File: src/rtl/uart_pkg.sv
// Shared UART types and constants for the receive path.
// Consumed by the synchronizer and the deserializer.
package uart_pkg;

    localparam int   UART_DATA_BITS          = 8;
    localparam int   UART_OVERSAMPLE_DEFAULT = 16;
    localparam logic UART_IDLE_LEVEL         = 1'b1;

    typedef enum logic [2:0] {
        ST_IDLE,
        ST_START,
        ST_DATA,
        ST_PARITY,
        ST_STOP,
        ST_BREAK
    } uart_rx_state_e;

endpackage

File: src/rtl/uart_rx_sync.sv
// Two-flop synchronizer for the asynchronous serial line.
// Presets to the idle line level so reset never looks like a start bit.
module uart_rx_sync
    import uart_pkg::*;
(
    input  logic clk,
    input  logic reset,
    input  logic rx,
    output logic rx_s
);

    logic [1:0] sync_reg;

    always_ff @(posedge clk or negedge reset) begin
        if (!reset) begin
            sync_reg <= {2{UART_IDLE_LEVEL}};
        end else begin
            sync_reg <= {sync_reg[0], rx};
        end
    end

    assign rx_s = sync_reg[1];

endmodule

File: src/rtl/uart_rx_deserializer.sv
// UART receive front end: start validation, mid-bit sampling, 8N(parity)1 framing.
// Emits dout/rxin with a one-cycle load strobe, or a framing_error pulse.
module uart_rx_deserializer
    import uart_pkg::*;
#(
    parameter int OVERSAMPLE = UART_OVERSAMPLE_DEFAULT
)
(
    input  logic                      clk,
    input  logic                      reset,
    input  logic                      baud_tick,
    input  logic                      rx,
    output logic [UART_DATA_BITS-1:0] dout,
    output logic                      rxin,
    output logic                      load,
    output logic                      framing_error,
    output logic                      busy
);

    localparam int TW = $clog2(OVERSAMPLE);
    localparam int BW = $clog2(UART_DATA_BITS);
    localparam logic [TW-1:0] T_HALF = TW'(OVERSAMPLE / 2 - 1);
    localparam logic [TW-1:0] T_LAST = TW'(OVERSAMPLE - 1);
    localparam logic [BW-1:0] B_LAST = BW'(UART_DATA_BITS - 1);

    logic rx_s;

    uart_rx_sync u_sync (
        .clk   (clk),
        .reset (reset),
        .rx    (rx),
        .rx_s  (rx_s)
    );

    uart_rx_state_e              state_reg, state_next;
    logic [TW-1:0]               tcnt_reg, tcnt_next;
    logic [BW-1:0]               bcnt_reg, bcnt_next;
    logic [UART_DATA_BITS-1:0]   shift_reg, shift_next;
    logic                        par_reg, par_next;
    logic [UART_DATA_BITS-1:0]   dout_reg, dout_next;
    logic                        rxin_reg, rxin_next;
    logic                        load_reg, load_next;
    logic                        fe_reg, fe_next;
    logic                        wrap;

    assign wrap = (tcnt_reg == T_LAST);

    always_ff @(posedge clk or negedge reset) begin
        if (!reset) begin
            state_reg <= ST_IDLE;
            tcnt_reg  <= '0;
            bcnt_reg  <= '0;
            shift_reg <= '0;
            par_reg   <= 1'b0;
            dout_reg  <= '0;
            rxin_reg  <= 1'b0;
            load_reg  <= 1'b0;
            fe_reg    <= 1'b0;
        end else begin
            state_reg <= state_next;
            tcnt_reg  <= tcnt_next;
            bcnt_reg  <= bcnt_next;
            shift_reg <= shift_next;
            par_reg   <= par_next;
            dout_reg  <= dout_next;
            rxin_reg  <= rxin_next;
            load_reg  <= load_next;
            fe_reg    <= fe_next;
        end
    end

    always_comb begin
        state_next = state_reg;
        tcnt_next  = tcnt_reg;
        bcnt_next  = bcnt_reg;
        shift_next = shift_reg;
        par_next   = par_reg;
        dout_next  = dout_reg;
        rxin_next  = rxin_reg;
        load_next  = 1'b0;
        fe_next    = 1'b0;

        case (state_reg)
            ST_IDLE: begin
                if (baud_tick && !rx_s) begin
                    tcnt_next  = '0;
                    state_next = ST_START;
                end
            end
            ST_START: begin
                // Confirm half a bit after detection; a high line here was a glitch.
                if (baud_tick) begin
                    if (tcnt_reg == T_HALF) begin
                        tcnt_next = '0;
                        if (!rx_s) begin
                            bcnt_next  = '0;
                            state_next = ST_DATA;
                        end else begin
                            state_next = ST_IDLE;
                        end
                    end else begin
                        tcnt_next = tcnt_reg + 1'b1;
                    end
                end
            end
            ST_DATA: begin
                if (baud_tick) begin
                    if (wrap) begin
                        tcnt_next  = '0;
                        shift_next = {rx_s, shift_reg[UART_DATA_BITS-1:1]};
                        bcnt_next  = bcnt_reg + 1'b1;
                        if (bcnt_reg == B_LAST) begin
                            state_next = ST_PARITY;
                        end
                    end else begin
                        tcnt_next = tcnt_reg + 1'b1;
                    end
                end
            end
            ST_PARITY: begin
                if (baud_tick) begin
                    if (wrap) begin
                        tcnt_next  = '0;
                        par_next   = rx_s;
                        state_next = ST_STOP;
                    end else begin
                        tcnt_next = tcnt_reg + 1'b1;
                    end
                end
            end
            ST_STOP: begin
                // Back to IDLE at mid-stop so a following start edge is not missed.
                if (baud_tick) begin
                    if (wrap) begin
                        tcnt_next = '0;
                        if (rx_s) begin
                            dout_next  = shift_reg;
                            rxin_next  = par_reg;
                            load_next  = 1'b1;
                            state_next = ST_IDLE;
                        end else begin
                            fe_next    = 1'b1;
                            state_next = ST_BREAK;
                        end
                    end else begin
                        tcnt_next = tcnt_reg + 1'b1;
                    end
                end
            end
            ST_BREAK: begin
                if (rx_s) begin
                    state_next = ST_IDLE;
                end
            end
            default: begin
                state_next = ST_IDLE;
            end
        endcase
    end

    assign dout          = dout_reg;
    assign rxin          = rxin_reg;
    assign load          = load_reg;
    assign framing_error = fe_reg;
    assign busy          = (state_reg != ST_IDLE);

endmodule

File: config.mk
export PLATFORM = sky130hd
export DESIGN_NAME = uart_rx_deserializer
export DESIGN_NICKNAME = d
export VERILOG_FILES = /design/src/rtl/uart_pkg.sv /design/src/rtl/uart_rx_sync.sv /design/src/rtl/uart_rx_deserializer.sv
export SDC_FILE = /design/constraint.sdc
export NUM_CORES = 1
export LEC_CHECK = 0
export BUFFER_PORTS_ARGS = -buffer_cell sky130_fd_sc_hd__buf_4
export CAP_MARGIN = 20
export CORE_UTILIZATION = 30
export DETAILED_ROUTE_END_ITERATION = 7
export SETUP_SLACK_MARGIN = 0.02
export SYNTH_ARGS = -nofsm -noshare
export SYNTH_HDL_FRONTEND = slang
export SYNTH_SLANG_ARGS = --single-unit
File: constraint.sdc
create_clock -name clk -period 2.1 [get_ports clk]
set_input_delay 0.105 -clock clk [delete_from_list [all_inputs] [get_ports clk]]
set_output_delay 0.105 -clock clk [all_outputs]
set_load 0.005 [all_outputs]
# [Yosys cells after proc, flatten, opt, wreduce, memory -nomap -nowiden]
# Cells that the tools add are included.
[classes] add_sub_neg=2 multipliers=0 n_div=0 magnitude_cmp=0 eq_ne=21 shift=0 mux=34 bitwise=0 n_reduce_logical=13
[ops] cell="2-to-1 mux 3 bit" n=17
[ops] cell="inequality test 2 bit (second input constant)" n=11
[ops] cell="2-to-1 mux 4 bit" n=5
[ops] cell="one-hot mux 3 bit (6 select lines)" n=1
[ops] cell="one-hot mux 4 bit (3 select lines)" n=1
[ops] cell="AND reduction 11 bit" n=1
[ops] cell="equality test 3 bit (second input constant)" n=3
[ops] cell="2-to-1 mux 1 bit" n=8
[ops] cell="AND reduction 4 bit" n=2
[ops] cell="equality test 3 x 2 -> 1 bit (second input constant)" n=2
[ops] cell="one-hot mux 3 bit (2 select lines)" n=1
[ops] cell="AND reduction 3 bit" n=2
[ops] cell="AND reduction 6 bit" n=1
[ops] cell="nonzero test 3 bit" n=2
[ops] cell="adder 4 x 1 -> 4 bit (second input constant)" n=1
[ops] cell="equality test 4 x 3 -> 1 bit (second input constant)" n=1
[ops] cell="equality test 4 bit (second input constant)" n=1
[ops] cell="inequality test 2 x 1 -> 1 bit (second input constant)" n=2
[ops] cell="adder 3 x 1 -> 3 bit (second input constant)" n=1
[ops] cell="equality test 3 x 1 -> 1 bit (second input constant)" n=1
[ops] cell="zero test 3 bit" n=1
[ops] cell="OR reduction 3 bit" n=1
[ops] cell="2-to-1 mux 2 bit" n=1
[ops] cell="nonzero test 2 bit" n=1
[ops] cell="other kinds (2)" n=2
[totals] reg_bits=32 latchBits=0 ram_bits=0 mem_bits_ro=0 output_inout_bits=12 wordCells=80 mem_count=0

# [Longest topological paths before layout]
[depth] word_depth=5 depth_mapped=6 ltp_nobuf=5

# [Modules after synthesis]
# From an unflattened synthesis, not the netlist that was laid out.
[unflattened] cells_unflattened=122 hier_area_um2=1486.4
[by_module_without_submodules] module="uart_rx_deserializer" instances=1 cells_each=120 area_each_um2=1433.9 seq_area_each_um2=750.7
[by_module_without_submodules] module="uart_rx_sync" instances=1 cells_each=2 area_each_um2=52.6 seq_area_each_um2=52.6

# [Least setup slack after synthesis]
# OpenSTA, ideal clock, no wires.
[synth_path] path_type="register to register" from="register tcnt_reg[0]" to="register tcnt_reg[0]" setup_ns=0.064 arrival_time_ns=1.659 path_slack_ns=0.377 path_stages_with_launch=6 n_path_buf=0 path_cell_list="dfrtp_1 ha_1 and3b_1 or4b_4 a211oi_1 a21o_1"
[synth_between] elab_chain_cells=4
[synth_lines] item="start: declaration" line="uart_rx_deserializer.sv:36" text="logic [TW-1:0] tcnt_reg, tcnt_next;"
[synth_lines] item="start signal: assignment" line="uart_rx_deserializer.sv:61" text="tcnt_reg <= tcnt_next;"
[synth_lines] item="adder 4 x 1 -> 4 bit, or another cell as far along"
[synth_lines] item="2-to-1 mux 4 bit (on tied branches)"
[synth_lines] item="2-to-1 mux 4 bit (on tied branches)" line="uart_rx_deserializer.sv:121, uart_rx_deserializer.sv:92"
[synth_lines] item="one-hot mux 4 bit (3 select lines) *" line="uart_rx_deserializer.sv:83" text="case (state_reg)"
# Every way passes the cells marked *; elsewhere a longest branch is shown, timed or not. The select of a mux whose other input is x is not followed.
# A chain may end at the register's enable or synchronous reset.

# [Final worst setup path]
[layout_path] from="register tcnt_reg[0]" to="register dout_reg[5] (netlist: dout[5])"
[layout_between] elab_chain_cells=2
[layout_lines] item="equality test 4 bit" line="uart_rx_deserializer.sv:46" text="assign wrap = (tcnt_reg == T_LAST);"
[layout_lines] item="AND reduction 4 bit (no line)"
[layout_lines] item="end signal: assignment" line="uart_rx_deserializer.sv:65" text="dout_reg <= dout_next;"
[layout_lines] item="end: declaration" line="uart_rx_deserializer.sv:40" text="logic [UART_DATA_BITS-1:0] dout_reg, dout_next;"
# No other way between the ends.

==> results.tsv <==
metric	value	unit
status	completed	
rows	25	
max_freq	521	MHz
use_met2	0.168	
synth_cells	116	
io_pins	16	
p_int	1260	uW
drc_errors	0	
critPathCaptureType	flop	
synthFlopType	dfrtp_1	
grt_usage	0.113	
path_class	flop to flop	
port_buffers	15	
grt_pass1_vias	951	
dpl.cell_count	185	
tns	0	ns
seqPwrFrac	0.440	
synth.top_cell.area_share	0.514	
vias_per_cell	4.99	
hp-class	primary input to flop	
ant_nets	0	
synthTopCellsByCount	dfrtp_1, mux2_2, mux2_4	
p_clk_frac	0.322	
synth_area_leaders	dfrtp_1, mux2_4, mux2_2	
dieArea	5150	um2
antenna_found_initial	0	
overflow	0	
cts.sinks	32	
worst_pin_slew	0.397	ns
rsz0062_at_grt	false	
mappedNetlistArea	1460	um2
grt_max_degree	33	
seq_area	803	um2
syn_nets	123	
clk_pin_slew_worst_paths	0.07	ns
synth_top_area_cell	dfrtp_1	
fp.coreArea	4690	um2
hold_viol	0	
drt-total-wl	2620	um
synth.most_common_cell	dfrtp_1	
drtIter0Drc	94	
period_needed	1.92	ns
synth_area_per_cell	12.6	um2
max_cap_viol_count	0	
grtUsageMet1	0.141	
num_vias	973	
place_congestion	0.818	
synth_warnings	0	
skew	0.0129	ns
finalSetupViolations	0	
met3_usage	0.0534	
swShare	0.294	
power-per-cell-area	1010	nW/um2
start_kind	flop	
post_drt_wl_per_cell	13.5	um
synth-async-reset-ratio	1.00	
yosysUniqueCellTypes	32	
clock_latency	0.29	ns
ys_seq_elements	32	
die_w	71.8	um
tritoncts	built	
place_hpwl	1800	um
ys_seq_area_frac	0.550	
n_fill_cell	448	
cts_root_buffer	clkbuf_8	
critical_path.max_fanout	10	
p_sw	526	uW
start_util	0.311	
p_leak	0.000877	uW
critPathArrivalTime	2.08	ns
clockBufferDepth	2	
crit_required	2.27	ns
cts_buffers	5	
slew_headroom	0.736	
nNetsFinal	147	
peakVddDrop	0.301	mV
busiest_layer	met2	
area_delta_synth_final	21.8	%
n_antenna_cell	0	
synth-edff-count	0	
grt_first_pass_wirelength	4260	um
multi_input_area	611	um2
finalMaxSlewViolations	0	
dr.pass1.iters	4	
h-tree-depth	2	
period_share	0.913	
die_h	71.8	um
drive_above_1_share	0.362	
fin_cells	195	
pwr-share-comb	0.238	
==> cell families after synthesis <==
logic type,after synthesis,synth area share
flops,32,0.550
simple gates,31,0.121
fa+ha+maj,3,0.0257
buf+inv,10,0.0317
mux,18,0.162
compound gates,22,0.110
==> area by class of cell <==
| class | count | share of cell area |
|---|---|---|
| timing repair buffer | 22 | 0.0957 |
| clock buffer | 6 | 0.0408 |
| sequential | 32 | 0.452 |
| tap | 54 | 0.0380 |
| inverter | 5 | 0.0106 |
| clock inverter | 2 | 0.0197 |
| multi-input combinational | 74 | 0.343 |
==> power groups by stage <==
stage / registers (uW) / clock network [uW] / logic (uW)
3_5_place_dp: 795 / 0 / 422
6_report: 787 / 576 / 427
4_1_cts: 785 / 596 / 426
3_3_place_gp: 790 / 0 / 408
5_1_grt: 800 / 624 / 479
2_1_floorplan: 779 / 0 / 314
==> layout by cell type, fill, tap and decap left out, drive strengths merged, types with 3 or more instances in the layout <==
cell,Yosys,final
nand3,3,3
nand2b,3,3
dfrtp,30,30
nand2,8,8
a21oi,4,4
o21ai,8,8
a32o,4,4
inv,5,5
buf,2,20
mux2,18,18
ha,3,3
or3,3,3
nor2,4,4
clkbuf,3,6
==> critical path: stages (launching register included) <==
cell     delay, ns
dfrtp_1       0.40
ha_1          0.26
nand4_1       0.21
or3_1         0.40
buf_4         0.21
mux2_4        0.31
==> through the flow <==
step	setup WS (ns)	power [uW]	area (um2)	hold slack [ns]	utilization
floorplan	0.377	1090	1460	-0.191	-
global placement	0.302	1200	1650	0.0578	0.352
detailed placement	0.215	1220	1650	0.0660	0.352
CTS	0.196	1810	1780	0.228	0.379
global route	0.0911	1900	1780	0.254	0.379
finish	0.182	1790	1780	0.243	0.379
==> what timing repair did <==
action	4_1_cts	5_1_grt
buffers inserted	0	0
hold buffers	2	0
hold endpoints to repair	31	0
resized for setup	0	0
==> routing by layer <==
metal,routed length [um],part of all wire,vias up
met5,0,0,-
met3,129,0.049,2
met1,1240,0.47,488
li1,-,-,463
met2,1240,0.47,20
met4,12,0.0046,0
==> path summary, 6_finish.rpt <==
check	start	endpoint	slack, ns	cells past startpoint
max	tcnt_reg[0]$_DFFE_PN0P_	dout[5]$_DFFE_PN0P_	0.18	5
min	baud_tick	framing_error$_DFF_PN0_	0.24	3
max reg2reg	tcnt_reg[0]$_DFFE_PN0P_	dout[5]$_DFFE_PN0P_	0.18	5
min reg2reg	u_sync.sync_reg[0]$_DFF_PN1_	u_sync.sync_reg[1]$_DFF_PN1_	0.35	0
max in group asynchronous	reset	u_sync.sync_reg[1]$_DFF_PN1_	1.47	2
min in group asynchronous	reset	tcnt_reg[2]$_DFFE_PN0P_	0.28	2
No activity file was read; power rests on OpenSTA's default activity.
